<file path="src/rtl/z88_mem_pkg.sv">
// Shared definitions for the Z88 SRAM arbiter.
// Contents: arbiter state encoding, requester port identifiers, and the SRAM
// byte and word address widths.
package z88_mem_pkg;

    localparam int unsigned BYTE_AW = 19;  // byte address into 512 KiB
    localparam int unsigned WORD_AW = 18;  // 16-bit word address, 256K words

    localparam logic PORT_CPU = 1'b0;
    localparam logic PORT_AUX = 1'b1;

    typedef enum logic [1:0] {
        IDLE,
        ACCESS,
        RECOV
    } state_e;

endpackage

</file>
<file path="src/rtl/z88_sram_arbiter.sv">
// Two-port round-robin arbiter and access sequencer for a single asynchronous
// 256K x 16 SRAM shared by two byte-wide requesters.
//
// Ports:
//   clk, reset_n            system clock, synchronous active-low reset
//   p0_* / p1_*             requester ports (req level, we, byte address,
//                           write data, read data, one-cycle ack)
//   sram_addr               word address to the SRAM
//   sram_dq_i / sram_dq_o   SRAM data in / data out
//   sram_dq_oe              data bus drive enable for the top-level tristate
//   sram_*_n                active-low SRAM strobes
//
// Every output comes straight from a register. Each access runs
// IDLE -> ACCESS -> RECOV. A read strobes OE for RD_CYCLES cycles. A write
// has one setup cycle, then WR_CYCLES cycles with WE low. RECOV pulses the ack.
module z88_sram_arbiter
    import z88_mem_pkg::*;
#(
    parameter int unsigned RD_CYCLES = 2,
    parameter int unsigned WR_CYCLES = 2
) (
    input  logic               clk,
    input  logic               reset_n,

    input  logic               p0_req,
    input  logic               p0_we,
    input  logic [BYTE_AW-1:0] p0_a,
    input  logic [7:0]         p0_di,
    output logic [7:0]         p0_do,
    output logic               p0_ack,

    input  logic               p1_req,
    input  logic               p1_we,
    input  logic [BYTE_AW-1:0] p1_a,
    input  logic [7:0]         p1_di,
    output logic [7:0]         p1_do,
    output logic               p1_ack,

    output logic [WORD_AW-1:0] sram_addr,
    input  logic [15:0]        sram_dq_i,
    output logic [15:0]        sram_dq_o,
    output logic               sram_dq_oe,
    output logic               sram_ce_n,
    output logic               sram_oe_n,
    output logic               sram_we_n,
    output logic               sram_ub_n,
    output logic               sram_lb_n
);

    localparam int unsigned MAX_CYC = (RD_CYCLES > WR_CYCLES) ? RD_CYCLES : WR_CYCLES;
    localparam int unsigned CW      = $clog2(MAX_CYC + 1);

    state_e             state_q, state_d;
    logic [CW-1:0]      cnt_q, cnt_d;
    logic               grant_q, grant_d;
    logic               last_q, last_d;
    logic               we_q, we_d;
    logic [BYTE_AW-1:0] a_q, a_d;
    logic [7:0]         di_q, di_d;
    logic [7:0]         p0_do_q, p0_do_d;
    logic [7:0]         p1_do_q, p1_do_d;
    logic               ce_n_q, ce_n_d;
    logic               oe_n_q, oe_n_d;
    logic               we_n_q, we_n_d;
    logic               ub_n_q, ub_n_d;
    logic               lb_n_q, lb_n_d;
    logic               dq_oe_q, dq_oe_d;
    logic               p0_ack_q, p0_ack_d;
    logic               p1_ack_q, p1_ack_d;

    logic [7:0]         rd_byte;
    logic               in_access;
    logic               in_recov;

    always_comb begin
        state_d = state_q;
        cnt_d   = cnt_q;
        grant_d = grant_q;
        last_d  = last_q;
        we_d    = we_q;
        a_d     = a_q;
        di_d    = di_q;
        p0_do_d = p0_do_q;
        p1_do_d = p1_do_q;
        rd_byte = a_q[0] ? sram_dq_i[15:8] : sram_dq_i[7:0];

        unique case (state_q)
            IDLE: begin
                if (p0_req || p1_req) begin
                    // Under contention, the port that did not win last time is granted.
                    grant_d = (p0_req && p1_req) ? ~last_q : p1_req;
                    last_d  = grant_d;
                    we_d    = grant_d ? p1_we : p0_we;
                    a_d     = grant_d ? p1_a  : p0_a;
                    di_d    = grant_d ? p1_di : p0_di;
                    // A write has one setup cycle plus WR_CYCLES pulse cycles.
                    cnt_d   = we_d ? CW'(WR_CYCLES) : CW'(RD_CYCLES - 1);
                    state_d = ACCESS;
                end
            end
            ACCESS: begin
                if (cnt_q == '0) begin
                    state_d = RECOV;
                    if (!we_q) begin
                        if (grant_q == PORT_AUX) begin
                            p1_do_d = rd_byte;
                        end else begin
                            p0_do_d = rd_byte;
                        end
                    end
                end else begin
                    cnt_d = cnt_q - CW'(1);
                end
            end
            RECOV: begin
                state_d = IDLE;
            end
            default: begin
                state_d = IDLE;
            end
        endcase

        // Output registers are loaded from the state being entered, so the
        // strobes line up with the registered state.
        in_access = (state_d == ACCESS);
        in_recov  = (state_d == RECOV);
        ce_n_d    = ~in_access;
        oe_n_d    = ~(in_access & ~we_d);
        we_n_d    = ~(in_access & we_d & (cnt_d != CW'(WR_CYCLES)));
        lb_n_d    = ~(in_access & ~a_d[0]);
        ub_n_d    = ~(in_access & a_d[0]);
        // Write data is held through RECOV and is never driven during a read.
        dq_oe_d   = we_d & (in_access | in_recov);
        p0_ack_d  = in_recov & (grant_d == PORT_CPU);
        p1_ack_d  = in_recov & (grant_d == PORT_AUX);
    end

    always_ff @(posedge clk) begin
        if (!reset_n) begin
            state_q  <= IDLE;
            cnt_q    <= '0;
            grant_q  <= PORT_CPU;
            last_q   <= PORT_AUX;
            we_q     <= 1'b0;
            a_q      <= '0;
            di_q     <= 8'h00;
            p0_do_q  <= 8'h00;
            p1_do_q  <= 8'h00;
            ce_n_q   <= 1'b1;
            oe_n_q   <= 1'b1;
            we_n_q   <= 1'b1;
            ub_n_q   <= 1'b1;
            lb_n_q   <= 1'b1;
            dq_oe_q  <= 1'b0;
            p0_ack_q <= 1'b0;
            p1_ack_q <= 1'b0;
        end else begin
            state_q  <= state_d;
            cnt_q    <= cnt_d;
            grant_q  <= grant_d;
            last_q   <= last_d;
            we_q     <= we_d;
            a_q      <= a_d;
            di_q     <= di_d;
            p0_do_q  <= p0_do_d;
            p1_do_q  <= p1_do_d;
            ce_n_q   <= ce_n_d;
            oe_n_q   <= oe_n_d;
            we_n_q   <= we_n_d;
            ub_n_q   <= ub_n_d;
            lb_n_q   <= lb_n_d;
            dq_oe_q  <= dq_oe_d;
            p0_ack_q <= p0_ack_d;
            p1_ack_q <= p1_ack_d;
        end
    end

    assign sram_addr  = a_q[BYTE_AW-1:1];
    assign sram_dq_o  = {di_q, di_q};
    assign sram_dq_oe = dq_oe_q;
    assign sram_ce_n  = ce_n_q;
    assign sram_oe_n  = oe_n_q;
    assign sram_we_n  = we_n_q;
    assign sram_ub_n  = ub_n_q;
    assign sram_lb_n  = lb_n_q;
    assign p0_do      = p0_do_q;
    assign p1_do      = p1_do_q;
    assign p0_ack     = p0_ack_q;
    assign p1_ack     = p1_ack_q;

endmodule

</file>
<file path="config.mk">
export PLATFORM = sky130hd
export DESIGN_NAME = z88_sram_arbiter
export DESIGN_NICKNAME = d
export VERILOG_FILES = /design/src/rtl/z88_mem_pkg.sv /design/src/rtl/z88_sram_arbiter.sv
export SDC_FILE = /design/constraint.sdc
export NUM_CORES = 1
export LEC_CHECK = 0
export ABC_CLOCK_PERIOD_IN_PS = 2700
export BUFFER_PORTS_ARGS = -buffer_cell sky130_fd_sc_hd__buf_2
export CAP_MARGIN = 20
export CORE_AREA = 5 5 109 111
export CTS_CLUSTER_SIZE = 10
export DETAILED_ROUTE_END_ITERATION = 7
export DIE_AREA = 0 0 114 116
export HOLD_SLACK_MARGIN = 0.1
export PLACE_DENSITY = 0.6
export SYNTH_ARGS = -nofsm -noshare
export SYNTH_HDL_FRONTEND = slang
export SYNTH_SLANG_ARGS = --single-unit
</file>
<file path="constraint.sdc">
create_clock -name clk -period 2.7 [get_ports clk]
set_input_delay 0.27 -clock clk [delete_from_list [all_inputs] [get_ports clk]]
set_output_delay 0.27 -clock clk [all_outputs]
set_load 0.02 [all_outputs]
</file>
* Yosys cells after proc, flatten, opt, wreduce, memory -nomap -nowiden *
Cells that the tools add are included.

storage, ports and cells
  output and inout port bits = 58
  flip-flop bits (word level) = 58
  bits of input ports = 76
  word-level logic and storage cells = 68

cells by class
  add/sub/neg operators = 1
  reduce and logical (&&, ||, !) cells = 7
  bitwise operators = 20
  eq/ne operators = 4
  mux-type cells = 18

operators with widths
  kind                   number
  $mux W19               1
  $mux W8                2
  $not A1 Y1             11
  $mux W2                5
  $and A1 B1 Y1          8
  $mux W1                8
  $pmux W2 S2            2
  $reduce_and A4 Y1      2
  $eq A2 B1 Y1 const B   2
  $logic_not A2 Y1       2
  $eq A2 B2 Y1 const B   1
  $ne A2 B2 Y1 const B   1
  $reduce_and A2 Y1      1
  $sub A2 B1 Y2 const B  1
  $logic_and A1 B1 Y1    1
  $logic_or A1 B1 Y1     1
  $or A1 B1 Y1           1

* Logic depth before layout (Yosys ltp) *
  word-level depth = 9
  gate-level depth with buffers = 8
  mapped depth without buffers = 7

* Least setup slack after synthesis *
No wires, ideal clock.

  path type = flip-flop to flip-flop
  start = reg state_q[1]
  end = reg p0_do_q[5] (netlist: p0_do[5])
  arrival = 1.600 ns
  path buffers = 2
  library setup time = 0.113 ns
  slack = 0.986 ns
  period minus slack after synthesis = 1.714 ns
  stages on the path, launching flop included = 7
  data required time = 2.587 ns
  cells stage by stage = dfxtp_1 > or4b_4 > or3_1 > buf_6 > buf_12 > nand3_2 > o21ai_2

on the way
  cells in the longest elaborated chain, start to end = 2

ends and longest elaborated chain
  what                                RTL line                 RTL
  from (decl)                         z88_sram_arbiter.sv:53   state_e state_q, state_d;
  from (signal assigned)              z88_sram_arbiter.sv:158  state_q <= state_d;
  $eq A2 B1 Y1                        z88_sram_arbiter.sv:87   unique case (state_q)
  $reduce_and A4 Y1 (no source line)  --
  to (signal assigned)                z88_sram_arbiter.sv:165  p0_do_q <= p0_do_d;
  to (decl)                           z88_sram_arbiter.sv:60   logic [7:0] p0_do_q, p0_do_d;

Every way passes these cells.
A chain may end at the register's enable or synchronous reset.

* Worst setup path in the final report *
  start = reg state_q[0]
  end = reg p0_do_q[2] (netlist: p0_do[2])

Same word-level chain as after synthesis.

==> results_dict.tcl <==
set metrics [dict create \
    hold_viol 0 \
    critPathRequiredTime_ps 2890 \
    cts_sinks 58 \
    row_count 38 \
    initial_core_util_pct 24.7 \
    endpoint_kind "flip-flop" \
    async_flop_share_pct 0 \
    grt_usage_pct 10.3 \
    synth_top_area_share_pct 44.0 \
    synth_ff_type "dfxtp_1" \
    synth-seq-cells 58 \
    p_leak_nw 1.60 \
    postSynthAreaPerCell_um2 9.42 \
    ys_top_cells_by_area "dfxtp_1, mux2i_1, buf_4" \
    dr_total_vias 2263 \
    holdCritPathClass "input pin to flip-flop" \
    fin_setup_tns_ps 0 \
    clock.fmax_mhz 491 \
    final_cell_mix "buf_2, dfxtp_1, o21ai_0" \
    ys_warn_count 0 \
    die_h_um 116 \
    syn_area_um2 2640 \
    setup_viol 0 \
    final_max_slew_viol_count 0 \
    drv_cap 0 \
    worst_hold_slack_ps 229 \
    fillers 1136 \
    grt_max_degree 53 \
    die_x_um 114 \
    syn_inst 280 \
    ys_types 36 \
    synth_nets 358 \
    setup.worst_path.start_class "flip-flop" \
    layout.cells.most_common "buf_2" \
    n_antenna_cell 0 \
    dpl_cell_area_um2 3190 \
    drive_gt1_share_pct 45.7 \
    ir_drop_v 0.000222 \
    area_growth_pct 29.3 \
    cts_made_buffers 9 \
    cts_tree "done" \
    grt_pass1_wl_um 10800 \
    worstMarginPinSlew_ps 696 \
    ios 134 \
    wirelength_um 6750 \
    final_nets 459 \
    h-tree-depth 3 \
    period_share_pct 75.4 \
    finClkSkew_ps 6.61 \
    antenna_left 0 \
    synth_top_area_cell "dfxtp_1" \
    cts-root-buf "clkbuf_8" \
    drc 0 \
    cts_setup_buffers 0 \
    ctsHoldBuffers 0 \
    cts_max_path_buffers 2 \
    first_iter_violations 103 \
    dp_hpwl_um 5070 \
    coreArea_um2 10700 \
    cp.arrival_ps 2230 \
    power.density_nw_per_um2 728 \
    vias_per_cell 4.31 \
    clock_latency_ps 330 \
    place.gp.congestion 0.795 \
    maxSlewHeadroom_pct 53.6 \
    rsz0062_at_grt "no" \
    cts.repair.resized 0 \
    crit_fanout 16 \
    status "completed" \
    io_buffer_count 133 \
    clk_pin_slew_worst_paths_ps 70 \
    antenna_found_initial 0 \
    first_global_vias 2233 \
    die_area_um2 13200 \
    drt_pass1_iterations 6 \
    grt_remaining_overflow 0 \
    yosysSeqAreaShare_pct 44.0 \
    worstSetupPathType "flip-flop to flip-flop" \
    layout_min_cycle_time_ps 2040 \
    synth_edf_count 0 \
    layout.cells.non_filler 525 \
    post-route-cell-area_um2 3410 \
    dp_cells 510 \
    wl_per_cell_um 12.9 \
]
==> Yosys cell counts (3+ instances only) <==
cell and instances:
nor2_1 5, dfxtp_1 58, buf_4 27, inv_1 4, nand2_1 14, nand2b_1 3
o21ai_0 35, mux2i_1 26, clkbuf_1 11, buf_2 4, o21ai_2 8, a21oi_1 31
buf_6 3, mux2_2 10, nand3_1 15
==> area by class of cell <==
class / count / area, um^2 / area share [%]
Clock buffer: 10 / 138 / 4.04
Clock inverter: 5 / 78.8 / 2.31
Inverter: 4 / 15.0 / 0.440
Multi-Input combinational cell: 172 / 1150 / 33.9
Sequential cell: 58 / 1160 / 34.0
Tap cell: 140 / 175 / 5.14
Timing Repair Buffer: 136 / 688 / 20.2
==> worst paths after layout <==
path                          from                    end  slack, ps  cells after the start
min                       p0_a[12]   a_q[12]$_SDFFE_PN0P_        230                      3
max          state_q[0]$_SDFF_PN0_  p0_do[2]$_SDFFE_PN0P_        660                      4
min reg2reg  p0_do[3]$_SDFFE_PN0P_  p0_do[3]$_SDFFE_PN0P_        470                      2
max reg2reg  state_q[0]$_SDFF_PN0_  p0_do[2]$_SDFFE_PN0P_        660                      4
==> cell families after synthesis <==
group / Yosys count / share of synthesized area, %
AO/OA/AOI/OAI: 82 / 17.7
flip-flops: 58 / 44.0
AND/OR/NAND/NOR: 52 / 10.6
buffers and inverters: 50 / 12.6
multiplexers: 36 / 14.1
adder cells (fa/ha/maj): 2 / 0.949
==> flip-flops by register name (all words and copies together), names as in the netlist, 2 cells and up <==
register and count:
a_q 19, cnt_q 2, di_q 8, p0_do 8
p1_do 8, state_q 2
==> stage by stage <==
| stage | total power, mW | utilization [%] | setup slack, ps |
|---|---|---|---|
| 5_1_grt | 2.64 | 31.9 | 511 |
| 6_report | 2.48 | 31.9 | 664 |
| 3_3_place_gp | 1.62 | 29.9 | 735 |
| 3_5_place_dp | 1.63 | 29.9 | 660 |
| 2_1_floorplan | 1.51 | - | 986 |
| 4_1_cts | 2.53 | 31.9 | 646 |
==> per-layer routing <==
layer	part of all wire (%)	global-route usage, %	vias to the layer above
met5	0	0	-
met4	1.2	3.48	0
met3	10	4.86	6
met2	44	15.9	98
met1	44	12.7	995
li1	-	-	1164
==> worst max-delay path: stages, from the launching register on <==
cell     delay [ps]
dfxtp_1         470
or4b_4          520
or3_1           630
nand3_1         220
o21ai_2          70
==> power by group <==
part	internal (mW)	total, mW	leakage (nW)	switching [mW]
sequential	0.956	1.02	0.478	0.0658
clock	0.538	0.876	0.112	0.338
combinational	0.228	0.583	1.01	0.356
Power figures use the tool's default switching activity.
